==> src/rtl/uart_pkg.sv <==
// Shared definitions for the UART receive packer: receiver FSM state
// encoding, default parameter values and a small sizing helper.
package uart_pkg;

    // Receiver FSM states
    typedef enum logic [2:0] {
        ST_IDLE   = 3'd0,
        ST_START  = 3'd1,
        ST_DATA   = 3'd2,
        ST_PARITY = 3'd3,
        ST_STOP   = 3'd4
    } uart_state_t;

    localparam int CLOCKS_PER_PULSE_DEF = 10;
    localparam int BITS_PER_WORD_DEF    = 8;
    localparam int N_WORDS_DEF          = 4;

    // Counter width able to hold 0..n-1, never narrower than one bit
    function automatic int cnt_width(input int n);
        return (n > 1) ? $clog2(n) : 1;
    endfunction

endpackage

==> src/rtl/uart_rx_bit.sv <==
// UART bit-level receiver: 2-flop synchronizer, start/data/parity/stop FSM,
// bit timer and LSB-first shift register. Emits one-cycle word_valid,
// frame_err and parity_err strobes in the cycle the deciding bit is sampled.
// Optional feature macro: UART_PARITY_EN (adds an even-parity bit after data).
module uart_rx_bit
    import uart_pkg::*;
#(
    parameter int CLOCKS_PER_PULSE = CLOCKS_PER_PULSE_DEF,
    parameter int BITS_PER_WORD    = BITS_PER_WORD_DEF
) (
    input  logic                     clk,
    input  logic                     rst,
    input  logic                     rx,
    output logic [BITS_PER_WORD-1:0] word,
    output logic                     word_valid,
    output logic                     frame_err,
    output logic                     parity_err,
    output logic                     busy
);

    localparam int TMR_W = cnt_width(CLOCKS_PER_PULSE);
    localparam int BIT_W = cnt_width(BITS_PER_WORD);
    localparam logic [TMR_W-1:0] TMR_FULL = TMR_W'(CLOCKS_PER_PULSE - 1);
    localparam logic [TMR_W-1:0] TMR_HALF = TMR_W'(CLOCKS_PER_PULSE / 2 - 1);
    localparam logic [TMR_W-1:0] TMR_ONE  = TMR_W'(1);
    localparam logic [BIT_W-1:0] BIT_LAST = BIT_W'(BITS_PER_WORD - 1);
    localparam logic [BIT_W-1:0] BIT_ONE  = BIT_W'(1);

`ifdef UART_PARITY_EN
    localparam uart_state_t ST_AFTER_DATA = ST_PARITY;

    // High when data plus received parity bit do not have an even number of ones
    function automatic logic parity_bad(input logic [BITS_PER_WORD-1:0] data, input logic par);
        return (^data) ^ par;
    endfunction
`else
    localparam uart_state_t ST_AFTER_DATA = ST_STOP;
`endif

    logic [1:0]               rx_sync_q, rx_sync_d;
    logic                     rx_s;
    uart_state_t              state_q, state_d;
    logic [TMR_W-1:0]         tmr_q, tmr_d;
    logic [BIT_W-1:0]         bit_q, bit_d;
    logic [BITS_PER_WORD-1:0] shift_q, shift_d;
    logic                     stop_wait_q, stop_wait_d;
    logic                     par_bad_q, par_bad_d;
    logic                     busy_q, busy_d;

    assign rx_s = rx_sync_q[1];
    assign word = shift_q;
    assign busy = busy_q;

    // Synchronizer input shift: rx enters bit 0, rx_s leaves bit 1
    always_comb begin
        rx_sync_d = {rx_sync_q[0], rx};
    end

    // State, timer, synchronizer and datapath registers
    always_ff @(posedge clk) begin
        if (rst) begin
            rx_sync_q   <= 2'b11;
            state_q     <= ST_IDLE;
            tmr_q       <= '0;
            bit_q       <= '0;
            shift_q     <= '0;
            stop_wait_q <= 1'b0;
            par_bad_q   <= 1'b0;
            busy_q      <= 1'b0;
        end else begin
            rx_sync_q   <= rx_sync_d;
            state_q     <= state_d;
            tmr_q       <= tmr_d;
            bit_q       <= bit_d;
            shift_q     <= shift_d;
            stop_wait_q <= stop_wait_d;
            par_bad_q   <= par_bad_d;
            busy_q      <= busy_d;
        end
    end

    // Next-state and bit-timing logic; every sample point is a timer wrap
    always_comb begin
        state_d     = state_q;
        tmr_d       = tmr_q;
        bit_d       = bit_q;
        shift_d     = shift_q;
        stop_wait_d = stop_wait_q;
        par_bad_d   = par_bad_q;
        case (state_q)
            ST_IDLE: begin
                tmr_d       = '0;
                bit_d       = '0;
                stop_wait_d = 1'b0;
                par_bad_d   = 1'b0;
                if (rx_s == 1'b0) begin
                    state_d = ST_START;
                end else begin
                    state_d = ST_IDLE;
                end
            end
            ST_START: begin
                // Mid start bit: a high line here means it was only a glitch
                if (tmr_q == TMR_HALF) begin
                    tmr_d = '0;
                    if (rx_s == 1'b0) begin
                        state_d = ST_DATA;
                    end else begin
                        state_d = ST_IDLE;
                    end
                end else begin
                    tmr_d = tmr_q + TMR_ONE;
                end
            end
            ST_DATA: begin
                if (tmr_q == TMR_FULL) begin
                    tmr_d   = '0;
                    shift_d = {rx_s, shift_q[BITS_PER_WORD-1:1]};
                    if (bit_q == BIT_LAST) begin
                        bit_d   = '0;
                        state_d = ST_AFTER_DATA;
                    end else begin
                        bit_d   = bit_q + BIT_ONE;
                        state_d = ST_DATA;
                    end
                end else begin
                    tmr_d = tmr_q + TMR_ONE;
                end
            end
            ST_PARITY: begin
`ifdef UART_PARITY_EN
                if (tmr_q == TMR_FULL) begin
                    tmr_d     = '0;
                    par_bad_d = parity_bad(shift_q, rx_s);
                    state_d   = ST_STOP;
                end else begin
                    tmr_d   = tmr_q + TMR_ONE;
                    state_d = ST_PARITY;
                end
`else
                state_d = ST_IDLE;
`endif
            end
            ST_STOP: begin
                // After a bad stop bit, hold here until the line idles high
                if (stop_wait_q) begin
                    if (rx_s == 1'b1) begin
                        state_d = ST_IDLE;
                    end else begin
                        state_d = ST_STOP;
                    end
                end else if (tmr_q == TMR_FULL) begin
                    tmr_d = '0;
                    if (rx_s == 1'b1) begin
                        state_d = ST_IDLE;
                    end else begin
                        stop_wait_d = 1'b1;
                        state_d     = ST_STOP;
                    end
                end else begin
                    tmr_d = tmr_q + TMR_ONE;
                end
            end
            default: begin
                state_d = ST_IDLE;
            end
        endcase
    end

    // Event strobes decoded at the stop / parity sample points
    always_comb begin
        word_valid = 1'b0;
        frame_err  = 1'b0;
        parity_err = 1'b0;
        busy_d     = (state_d != ST_IDLE);
        case (state_q)
            ST_PARITY: begin
`ifdef UART_PARITY_EN
                if (tmr_q == TMR_FULL) begin
                    parity_err = parity_bad(shift_q, rx_s);
                end else begin
                    parity_err = 1'b0;
                end
`else
                parity_err = 1'b0;
`endif
            end
            ST_STOP: begin
                if (!stop_wait_q && (tmr_q == TMR_FULL)) begin
                    if (rx_s == 1'b1) begin
                        // A word that already failed parity is silently dropped
                        word_valid = !par_bad_q;
                    end else begin
                        frame_err = 1'b1;
                    end
                end else begin
                    word_valid = 1'b0;
                end
            end
            default: begin
                word_valid = 1'b0;
            end
        endcase
    end

endmodule

==> src/rtl/uart_rx_packer.sv <==
// UART receive packer: collects N_WORDS received words into one bus, first
// word in the least significant slot, and presents it through a single
// valid/ready output register. A bus completing while the register is still
// full is dropped and flagged with an overflow pulse.
// Optional feature macro: UART_PARITY_EN (even parity checked per word).
module uart_rx_packer
    import uart_pkg::*;
#(
    parameter int  CLOCKS_PER_PULSE = CLOCKS_PER_PULSE_DEF,
    parameter int  BITS_PER_WORD    = BITS_PER_WORD_DEF,
    parameter int  N_WORDS          = N_WORDS_DEF,
    localparam int W_BUS            = N_WORDS * BITS_PER_WORD
) (
    input  logic             clk,
    input  logic             rst,
    input  logic             rx,
    output logic [W_BUS-1:0] m_data,
    output logic             m_valid,
    input  logic             m_ready,
    output logic             frame_err,
    output logic             parity_err,
    output logic             overflow,
    output logic             busy
);

    localparam int CNT_W = cnt_width(N_WORDS);
    localparam logic [CNT_W-1:0] CNT_LAST = CNT_W'(N_WORDS - 1);
    localparam logic [CNT_W-1:0] CNT_ONE  = CNT_W'(1);

    logic [BITS_PER_WORD-1:0] word_s;
    logic                     word_valid_s;
    logic                     frame_err_s;
    logic                     parity_err_s;
    logic                     bus_done_s;

    logic [CNT_W-1:0] word_cnt_q, word_cnt_d;
    logic [W_BUS-1:0] pack_q, pack_d;
    logic [W_BUS-1:0] m_data_q, m_data_d;
    logic             m_valid_q, m_valid_d;
    logic             frame_err_q, frame_err_d;
    logic             parity_err_q, parity_err_d;
    logic             overflow_q, overflow_d;

    uart_rx_bit #(
        .CLOCKS_PER_PULSE(CLOCKS_PER_PULSE),
        .BITS_PER_WORD   (BITS_PER_WORD)
    ) u_rx_bit (
        .clk       (clk),
        .rst       (rst),
        .rx        (rx),
        .word      (word_s),
        .word_valid(word_valid_s),
        .frame_err (frame_err_s),
        .parity_err(parity_err_s),
        .busy      (busy)
    );

    assign m_data     = m_data_q;
    assign m_valid    = m_valid_q;
    assign frame_err  = frame_err_q;
    assign parity_err = parity_err_q;
    assign overflow   = overflow_q;

    // Word slot counter and packing buffer; a bad word restarts the bus
    always_comb begin
        word_cnt_d = word_cnt_q;
        pack_d     = pack_q;
        bus_done_s = 1'b0;
        if (word_valid_s) begin
            pack_d[int'(word_cnt_q) * BITS_PER_WORD +: BITS_PER_WORD] = word_s;
            if (word_cnt_q == CNT_LAST) begin
                word_cnt_d = '0;
                bus_done_s = 1'b1;
            end else begin
                word_cnt_d = word_cnt_q + CNT_ONE;
            end
        end else if (frame_err_s || parity_err_s) begin
            word_cnt_d = '0;
        end else begin
            word_cnt_d = word_cnt_q;
        end
    end

    // Output register: load when free (or draining this cycle), else drop and flag
    always_comb begin
        m_data_d     = m_data_q;
        m_valid_d    = m_valid_q;
        overflow_d   = 1'b0;
        frame_err_d  = frame_err_s;
        parity_err_d = parity_err_s;
        if (bus_done_s) begin
            if (!m_valid_q || m_ready) begin
                m_data_d  = pack_d;
                m_valid_d = 1'b1;
            end else begin
                overflow_d = 1'b1;
            end
        end else if (m_valid_q && m_ready) begin
            m_valid_d = 1'b0;
        end else begin
            m_valid_d = m_valid_q;
        end
    end

    // Packer and output registers
    always_ff @(posedge clk) begin
        if (rst) begin
            word_cnt_q   <= '0;
            pack_q       <= '0;
            m_data_q     <= '0;
            m_valid_q    <= 1'b0;
            frame_err_q  <= 1'b0;
            parity_err_q <= 1'b0;
            overflow_q   <= 1'b0;
        end else begin
            word_cnt_q   <= word_cnt_d;
            pack_q       <= pack_d;
            m_data_q     <= m_data_d;
            m_valid_q    <= m_valid_d;
            frame_err_q  <= frame_err_d;
            parity_err_q <= parity_err_d;
            overflow_q   <= overflow_d;
        end
    end

endmodule

==> config.mk <==
export PLATFORM = sky130hd
export DESIGN_NAME = uart_rx_packer
export DESIGN_NICKNAME = d
export VERILOG_FILES = /design/src/rtl/uart_pkg.sv /design/src/rtl/uart_rx_bit.sv /design/src/rtl/uart_rx_packer.sv
export SDC_FILE = /design/constraint.sdc
export NUM_CORES = 1
export LEC_CHECK = 0
export ABC_AREA = 1
export BUFFER_PORTS_ARGS = -buffer_cell sky130_fd_sc_hd__buf_2
export CAP_MARGIN = 20
export CORE_MARGIN = 4
export CORE_UTILIZATION = 42
export DETAILED_ROUTE_END_ITERATION = 6
export PLACE_DENSITY = 0.66
export SYNTH_ARGS = -nofsm -noshare
export SYNTH_HDL_FRONTEND = slang
export SYNTH_SLANG_ARGS = --single-unit
export TNS_END_PERCENT = 5
==> constraint.sdc <==
create_clock -name clk -period 3.9 [get_ports clk]
set_input_delay 0.39 -clock clk [delete_from_list [all_inputs] [get_ports clk]]
set_output_delay 0.39 -clock clk [all_outputs]
set_load 0.05 [all_outputs]
==> flow_metrics.tcl, run 1 <==
set metrics [dict create \
    outcome "finished clean" \
    drt-initial-drc-count 225 \
    ctsResizeCount 0 \
    p_total_mw 1.64 \
    mostFrequentLayoutCells "nand2_1, dfxtp_1, nor2_1, inv_1, a21oi_1" \
    first_pass_iters 4 \
    cp_max_fo 22 \
    power.leakage_nw 2.57 \
    max_freq_ghz 0.375 \
    overflow 0 \
    finalWirelength_mm 9.56 \
    end_kind "flop" \
    seq_area_frac_synth 0.406 \
    netlist_instances 672 \
    synth_xor_area_frac 0.00195 \
    detail-route-antenna-nets 0 \
    die_y_um 111 \
    slew_headroom 0.400 \
    seqCellArea_mm2 0.00182 \
    portBuffers 39 \
    cts.clk_slew.worst_paths_ns 0.08 \
    hold_viol 0 \
    start_kind "flop" \
    min_period_over_period 0.685 \
    multi_input_area_mm2 0.00221 \
    vias 3960 \
    setup_viol 0 \
    min_period_ns 2.67 \
    fill_cells 1108 \
    mostFrequentLayoutCell "nand2_1" \
    antenna_found_initial 0 \
    antenna_cells 0 \
    synthAdderAreaFrac 0.0307 \
    coreArea_mm2 0.0104 \
    dp_hpwl_mm 6.35 \
    tightestPinTransition_ns 0.899 \
    final_nets 705 \
    clock_sinks 91 \
    power.density_mw_per_mm2 337 \
    grt_pass1_wl_mm 16.6 \
    r2r_slack_ns 1.23 \
    synth-seq-cells 91 \
    rows 37 \
    fin_setup_tns_ns 0 \
    worst-setup-path-type "reg2reg" \
    post_synth.cell_area_avg_um2 6.68 \
    root_buffer "clkbuf_8" \
    drv_cap 0 \
    yosysWarningCount 0 \
    synth-compound-area-share 0.0719 \
    fin_skew_ns 0.00932 \
    drc 0 \
    synth_area_mm2 0.00449 \
    initial_core_util 0.433 \
    grt_max_degree 65 \
    vdd_drop_max_v 0.000158 \
    die_w_um 111 \
    required_ns 4.19 \
    die-area_mm2 0.0124 \
    fin_util 0.469 \
    grtUsageTotal 0.157 \
    rsz0062_at_grt "no" \
    cts_tree "done" \
    wire_per_inst_um 11.5 \
    place_congestion 0.889 \
    cts_htree_levels 3 \
    synth_top_family_by_area "simple AND/OR/NAND/NOR gates" \
    drive_above_1_share 0.123 \
    drv_slew 0 \
    io_pins 41 \
    syn_nets 687 \
    muxShareOfSynthArea 0 \
    synth.distinct_cells 28 \
    routed_via_density 4.78 \
    postCtsHoldBufs 0 \
    min_path_type "in2reg" \
    grt_pass1_vias 3764 \
    area.growth.synth_to_final_pct 8.28 \
    crit_arrival_ns 2.96 \
    ctsLongestPathBuffers 2 \
    cts_buffers 9 \
    worstSkewPairLatency_ns 0.35 \
    synthSimpleGateAreaFrac 0.387 \
    post_cts_buffers 0 \
]
[layout make-up]
cell class | count | area share
clock buffers | 11 | 0.0270
clock inverters | 3 | 0.0134
inverters | 69 | 0.0533
multi-input cells | 479 | 0.455
flip-flops and latches | 91 | 0.375
well taps | 136 | 0.0350
repair buffers | 40 | 0.0417
[state kept, by name, summed over array words and instances, names as in the netlist]
signal / count
pack_q: 32
u_rx_bit.stop_wait_q: 1
u_rx_bit.state_q: 3
m_valid: 1
u_rx_bit.word: 8
u_rx_bit.bit_q: 3
u_rx_bit.tmr_q: 4
u_rx_bit.busy: 1
frame_err: 1
m_data: 32
u_rx_bit.rx_sync_q: 2
overflow: 1
word_cnt_q: 2
[cell families (layout without fill, tap and decap cells)]
kind of cell / Yosys count / count (layout)
AO/OA/AOI/OAI: 64 / 64
XOR/XNOR: 1 / 1
adder cells (fa/ha/maj): 11 / 11
buffers and inverters: 102 / 123
flip-flops: 91 / 91
other: 1 / 1
AND/OR/NAND/NOR: 402 / 402
[cell usage after synthesis]
master | instances | area share
a21oi_1 | 48 | 0.054
buf_2 | 8 | 0.0089
buf_4 | 4 | 0.0067
buf_6 | 5 | 0.013
buf_8 | 1 | 0.0033
clkbuf_1 | 15 | 0.013
conb_1 | 1 | 0.00084
dfxtp_1 | 91 | 0.41
ha_1 | 11 | 0.031
inv_1 | 68 | 0.057
inv_2 | 1 | 0.00084
nand2_1 | 236 | 0.20
nand2_2 | 22 | 0.031
nand3_1 | 23 | 0.026
nand3_2 | 2 | 0.0045
nand3_4 | 1 | 0.0039
nand3b_1 | 2 | 0.0033
nand4_1 | 22 | 0.031
nand4_4 | 1 | 0.0047
nor2_1 | 85 | 0.071
nor2_2 | 1 | 0.0014
nor2_4 | 1 | 0.0025
nor2_8 | 1 | 0.0045
nor3_1 | 2 | 0.0022
o21ai_0 | 15 | 0.017
o31ai_1 | 1 | 0.0017
or2_2 | 3 | 0.0042
xor2_1 | 1 | 0.0020
[critical path, cell delays in order, from the launching register on]
cell and delay (ns):
dfxtp_1 0.77, inv_1 0.23, ha_1 0.53, inv_1 0.22
nor2_1 0.31, nand3_1 0.16, nand2_1 0.09, nand2_1 0.07
nand2_1 0.09, nor2_1 0.04, nor2_1 0.11
[metrics by stage]
step,instance area [um2],hold slack [ns],setup slack (ns),cells
detailed placement,4660,0.397,1.29,815
floorplan,4490,0.389,2.05,672
finish,4860,0.218,1.23,829
CTS,4860,0.204,1.27,829
global placement,4660,0.392,1.47,815
global route,4860,0.202,0.984,829
[routing by layer]
layer,GRT usage,routed length (um),vias to the layer above
li1,-,-,2113
met1,0.201,4500,1764
met2,0.272,4580,72
met3,0.0304,359,11
met4,0.0406,116,0
met5,0,0,-
[final timing paths]
check,start,endpoint,cells past startpoint
setup / recovery,word_cnt_q[0],m_data[17],10
setup reg to reg,word_cnt_q[0],m_data[17],10
hold / removal,rx,u_rx_bit.rx_sync_q[0],2
hold reg to reg,u_rx_bit.rx_sync_q[0],u_rx_bit.rx_sync_q[1],1
[report_power, final]
part	internal (mW)	switching (mW)
Sequential	0.931	0.00261
Clock	0.354	0.312
Combinational	0.00749	0.0287
Note: power is estimated with default switching activity, not from simulation.
==> inputs of run 2 (changes only) <==
--- a/config.mk
+++ b/config.mk
@@ -11,7 +11,7 @@
 export CORE_MARGIN = 4
 export CORE_UTILIZATION = 42
 export DETAILED_ROUTE_END_ITERATION = 6
-export PLACE_DENSITY = 0.66
+export PLACE_DENSITY = 0.68
 export SYNTH_ARGS = -nofsm -noshare
 export SYNTH_HDL_FRONTEND = slang
 export SYNTH_SLANG_ARGS = --single-unit
==> constraint.sdc (replaced) <==
create_clock -name clk -period 2.3 [get_ports clk]
set_input_delay 0.23 -clock clk [delete_from_list [all_inputs] [get_ports clk]]
set_output_delay 0.23 -clock clk [all_outputs]
set_load 0.05 [all_outputs]
==> run 2 against run 1 <==
- worst setup slack got worse by 1.0 ns
- clock power grew 52%
- die area unchanged
- critical path type unchanged
- utilization up 0.36 points
- final area is 0.77% higher
==> flow_metrics.tcl, run 2 (synthesis results as in run 1) <==
set metrics [dict create \
    ctsResizeCount 0 \
    fin_skew_ns 0.00966 \
    critPathCapture "m_data[23]" \
    grt_pass1_vias 3753 \
    dp_hpwl_mm 6.53 \
    startpoint "word_cnt_q[1]" \
    drive_above_1_share 0.133 \
    p_int_mw 2.07 \
    detail-route-antenna-nets 0 \
    clockPowerShare 0.380 \
    swShare 0.220 \
    cts.clk_slew.worst_paths_ns 0.09 \
    worst-setup-path-type "reg2reg" \
    worstHoldStart "rx" \
    ctsLongestPathBuffers 2 \
    max_freq_ghz 0.483 \
    fin_setup_tns_ns 0 \
    start_kind "flop" \
    timing.rr.end "m_data[23]" \
    worstSkewPairLatency_ns 0.35 \
    root_buffer "clkbuf_8" \
    outcome "finished clean" \
    mostFrequentLayoutCells "nand2_1, dfxtp_1, nor2_1, inv_1, a21oi_1" \
    cp_max_fo 10 \
    initial_core_util 0.433 \
    coreArea_mm2 0.0104 \
    final_nets 712 \
    drt-met1-wl_mm 4.66 \
    routed_via_density 4.77 \
    drv_slew 0 \
    wire_per_inst_um 11.2 \
    io_pins 41 \
    grt_pass1_wl_mm 16.7 \
    portBuffers 39 \
    vias 3983 \
    hold_viol 0 \
    critPathSlowestCell "ha_1" \
    timing.rr.start "word_cnt_q[1]" \
    power.density_mw_per_mm2 543 \
    required_ns 2.60 \
    slew_headroom 0.518 \
    critPathBufInv 2 \
    drv_cap 0 \
    min_path_type "in2reg" \
    rr_worst_depth 10 \
    fin_util 0.472 \
    fill_cells 1108 \
    place_congestion 0.797 \
    crit_family "simple AND/OR/NAND/NOR gates" \
    p_seq_frac 0.596 \
    mostFrequentLayoutCell "nand2_1" \
    area.growth.synth_to_final_pct 9.12 \
    grtUsageTotal 0.157 \
    finalWirelength_mm 9.39 \
    vdd_drop_max_v 0.000265 \
    min_period_over_period 0.901 \
    end_kind "flop" \
    overflow 0 \
    rsz0062_at_grt "no" \
    cp_cell_sequence "inv_1 > ha_1 > inv_1 > nor2_1 > nand3_1 > nand2_1 > nand2_1 > nand2_1 > nor2_1 > nor2_1" \
    grt_max_degree 44 \
    postCtsHoldBufs 0 \
    die_w_um 111 \
    top_layer "met4" \
    cts_buffers 9 \
    drt-initial-drc-count 220 \
    dr_wl_met2_mm 4.20 \
    r2r_slack_ns 0.23 \
    setup_viol 0 \
    tightestPinTransition_ns 0.722 \
    cts_htree_levels 3 \
    max_stage_delay_ns 0.47 \
    clock_sinks 91 \
    antenna_cells 0 \
    power.leakage_nw 2.60 \
    die-area_mm2 0.0124 \
    met3WireLength_um 361 \
    switchingPower_mw 0.584 \
    first_pass_iters 5 \
    min_period_ns 2.07 \
    path_depth 10 \
    pwr-share-comb 0.024 \
    die_y_um 111 \
    antenna_found_initial 0 \
    cts_tree "done" \
    rows 37 \
    drc 0 \
    crit_arrival_ns 2.37 \
    post_cts_buffers 0 \
]
-- run 2: cell types whose count changed in the layout (fill, tap and decap cells not counted), sizes merged --
cell / delta
buf: +7
clkbuf: -2
clkinv: +2
bufinv: -1
-- run 2: power by group through the flow --
stage | combinational (mW) | clock, mW | sequential, mW
3_3_place_gp | 0.0626 | 0 | 1.62
4_1_cts | 0.0642 | 1.04 | 1.58
3_5_place_dp | 0.0640 | 0 | 1.62
2_1_floorplan | 0.0456 | 0 | 1.62
5_1_grt | 0.0720 | 1.10 | 1.58
6_report | 0.0633 | 1.01 | 1.58
-- run 2: final cells by class --
cell class              count  area (um2)  area share
repair buffers             47         268      0.0547
inverters                  69         259      0.0529
clock inverters             4        45.0     0.00920
clock buffers               9         124      0.0253
flip-flops and latches     91        1820       0.372
multi-input cells         479        2210       0.451
well taps                 136         170      0.0348
-- run 2: how the worst min path moves through the flow --
stage | cells after the start | to
after floorplan | 1 | u_rx_bit.rx_sync_q[0]
after global placement | 1 | u_rx_bit.rx_sync_q[1]
after detailed placement | 1 | u_rx_bit.rx_sync_q[1]
after CTS | 2 | u_rx_bit.rx_sync_q[0]
after global routing | 2 | u_rx_bit.rx_sync_q[0]
final | 2 | u_rx_bit.rx_sync_q[0]
-- run 2: worst register-to-register path: cells and delay by family (launching register included) --
family        cells  cell delay, ns
fa+ha+maj         1            0.47
flops             1            0.43
simple gates      7            0.81
buf+inv           2            0.31
-- run 2: per-layer routing --
metal	GRT usage	vias to the layer above
met5	0	-
met3	0.0277	13
met4	0.0592	0
met2	0.257	77
li1	-	2134
met1	0.209	1759
-- run 2: metrics by stage --
| step | instances | area, um2 | setup WS (ns) | power [mW] | hold WS (ns) |
|---|---|---|---|---|---|
| finish | 835 | 4900 | 0.229 | 2.66 | 0.0583 |
| floorplan | 672 | 4490 | 0.455 | 1.67 | 0.334 |
| global placement | 822 | 4730 | 0.388 | 1.68 | 0.398 |
| CTS | 835 | 4900 | 0.258 | 2.69 | 0.0444 |
| global route | 835 | 4900 | 0.00773 | 2.76 | 0.0511 |
| detailed placement | 822 | 4730 | 0.263 | 1.68 | 0.402 |
==> inputs of run 3 (changes only) <==
--- a/config.mk
+++ b/config.mk
@@ -9,9 +9,10 @@
 export BUFFER_PORTS_ARGS = -buffer_cell sky130_fd_sc_hd__buf_2
 export CAP_MARGIN = 20
 export CORE_MARGIN = 4
-export CORE_UTILIZATION = 42
+export CORE_UTILIZATION = 38
 export DETAILED_ROUTE_END_ITERATION = 6
-export PLACE_DENSITY = 0.68
+export PLACE_DENSITY = 0.63
+export REMOVE_ABC_BUFFERS = 1
 export SYNTH_ARGS = -nofsm -noshare
 export SYNTH_HDL_FRONTEND = slang
 export SYNTH_SLANG_ARGS = --single-unit
==> run 3 against run 2 <==
- worst hold slack gained 0.016 ns
- critical endpoint is now m_data[16]
- highest routed layer unchanged
- first-iteration DRC count shrank 17%
- global-route usage shrank 1.1 points
- utilization shrank 3.2 points
==> flow_metrics.tcl, run 3 (synthesis results as in run 1) <==
set metrics [dict create \
    die_w_um 117 \
    max_stage_delay_ns 0.45 \
    io_pins 41 \
    start_kind "flop" \
    cts_htree_levels 3 \
    mostFrequentLayoutCell "nand2_1" \
    tightestPinTransition_ns 0.779 \
    postCtsHoldBufs 0 \
    fin_skew_ns 0.00882 \
    detail-route-antenna-nets 0 \
    root_buffer "clkbuf_16" \
    instances_no_fill 843 \
    overflow 0 \
    cts_tree "done" \
    drv_cap 0 \
    die-area_mm2 0.0136 \
    multi_input_area_mm2 0.00221 \
    grt_pass1_wl_mm 16.1 \
    antenna_cells 0 \
    antenna_found_initial 0 \
    drive_above_1_share 0.134 \
    wire_per_inst_um 11.2 \
    finalWirelength_mm 9.42 \
    fin_area_mm2 0.00504 \
    rows 39 \
    min_path_type "in2reg" \
    cp_cell_sequence "inv_1 > ha_1 > inv_1 > nor2_1 > nand3_1 > nand2_1 > nand2_2 > nand2_1 > nor2_1 > nor2_1" \
    dp_hpwl_mm 6.35 \
    place_congestion 0.802 \
    max_freq_ghz 0.497 \
    mostFrequentLayoutCells "nand2_1, dfxtp_1, nor2_1, inv_1, a21oi_1" \
    final_nets 711 \
    worst-setup-path-type "reg2reg" \
    vias 3900 \
    grt_max_degree 65 \
    area.growth.synth_to_final_pct 12.4 \
    placed_cell_area_mm2 0.00474 \
    slew_headroom 0.480 \
    portBuffers 39 \
    cts.clk_slew.worst_paths_ns 0.06 \
    cpMostUsedCell "nor2_1" \
    coreArea_mm2 0.0115 \
    power.density_mw_per_mm2 625 \
    crit_family "simple AND/OR/NAND/NOR gates" \
    drc 0 \
    end_kind "flop" \
    worstSkewPairLatency_ns 0.34 \
    initial_core_util 0.391 \
    min_period_over_period 0.876 \
    drv_slew 0 \
    grtUsageTotal 0.146 \
    outcome "finished clean" \
    die_y_um 117 \
    vdd_drop_max_v 0.000262 \
    routed_via_density 4.63 \
    min_period_ns 2.01 \
    crit_arrival_ns 2.29 \
    setup_viol 0 \
    rsz0062_at_grt "no" \
    drt-initial-drc-count 182 \
    cts_buffers 9 \
    cp_max_fo 10 \
    ctsResizeCount 0 \
    placedCellCount 828 \
    grt_pass1_vias 3638 \
    clock_sinks 91 \
    critPathBufInv 2 \
    power.leakage_nw 2.65 \
    hold_viol 0 \
    required_ns 2.58 \
    fin_setup_tns_ns 0 \
    first_pass_iters 5 \
    seqCellArea_mm2 0.00182 \
    ctsLongestPathBuffers 2 \
    critPathSlowestCell "ha_1" \
    fill_cells 1153 \
    post_cts_buffers 0 \
]
[run 3: final cells by class]
type                       instances  area share
clock buffer                      11      0.0501
timing repair buffer              46      0.0541
tap                              143      0.0355
sequential                        91       0.361
clock inverter                     4     0.00992
multi-input combinational        479       0.438
inverter                          69      0.0514
[run 3: worst register-to-register path: stages (launching register included)]
cell     delay [ns]
dfxtp_1        0.40
inv_1          0.10
ha_1           0.45
inv_1          0.21
nor2_1         0.30
nand3_1        0.15
nand2_1        0.10
nand2_2        0.05
nand2_1        0.06
nor2_1         0.04
nor2_1         0.09
[run 3: power by group]
part           leakage (nW)  switching, mW  internal, mW
combinational          1.78         0.0493        0.0149
clock                 0.144          0.611         0.893
sequential            0.733        0.00465          1.58
total                  2.65          0.665          2.49
[run 3: final timing paths]
kind,slack [ns],from,end,depth (start not counted)
worst max-delay path,0.29,word_cnt_q[1],m_data[16],10
worst min-delay path,0.07,rx,u_rx_bit.rx_sync_q[0],2
worst max register to register,0.29,word_cnt_q[1],m_data[16],10
worst min register to register,0.41,u_rx_bit.rx_sync_q[0],u_rx_bit.rx_sync_q[1],1
[run 3: stage by stage]
step / hold WS (ns) / setup WS [ns] / total power, mW / util
4_1_cts: 0.0648 / 0.295 / 3.19 / 0.440
2_1_floorplan: 0.299 / 0.136 / 1.65 / -
3_5_place_dp: 0.396 / 0.321 / 1.68 / 0.413
6_report: 0.0744 / 0.286 / 3.15 / 0.440
3_3_place_gp: 0.396 / 0.394 / 1.68 / 0.413
5_1_grt: 0.0696 / 0.0238 / 3.25 / 0.440
[run 3: per-layer routing]
layer / global-route usage / up-vias / wire length [um]
li1: - / 2131 / -
met1: 0.189 / 1693 / 4680
met2: 0.241 / 66 / 4210
met3: 0.0285 / 10 / 368
met4: 0.0566 / 0 / 159
met5: 0 / - / 0
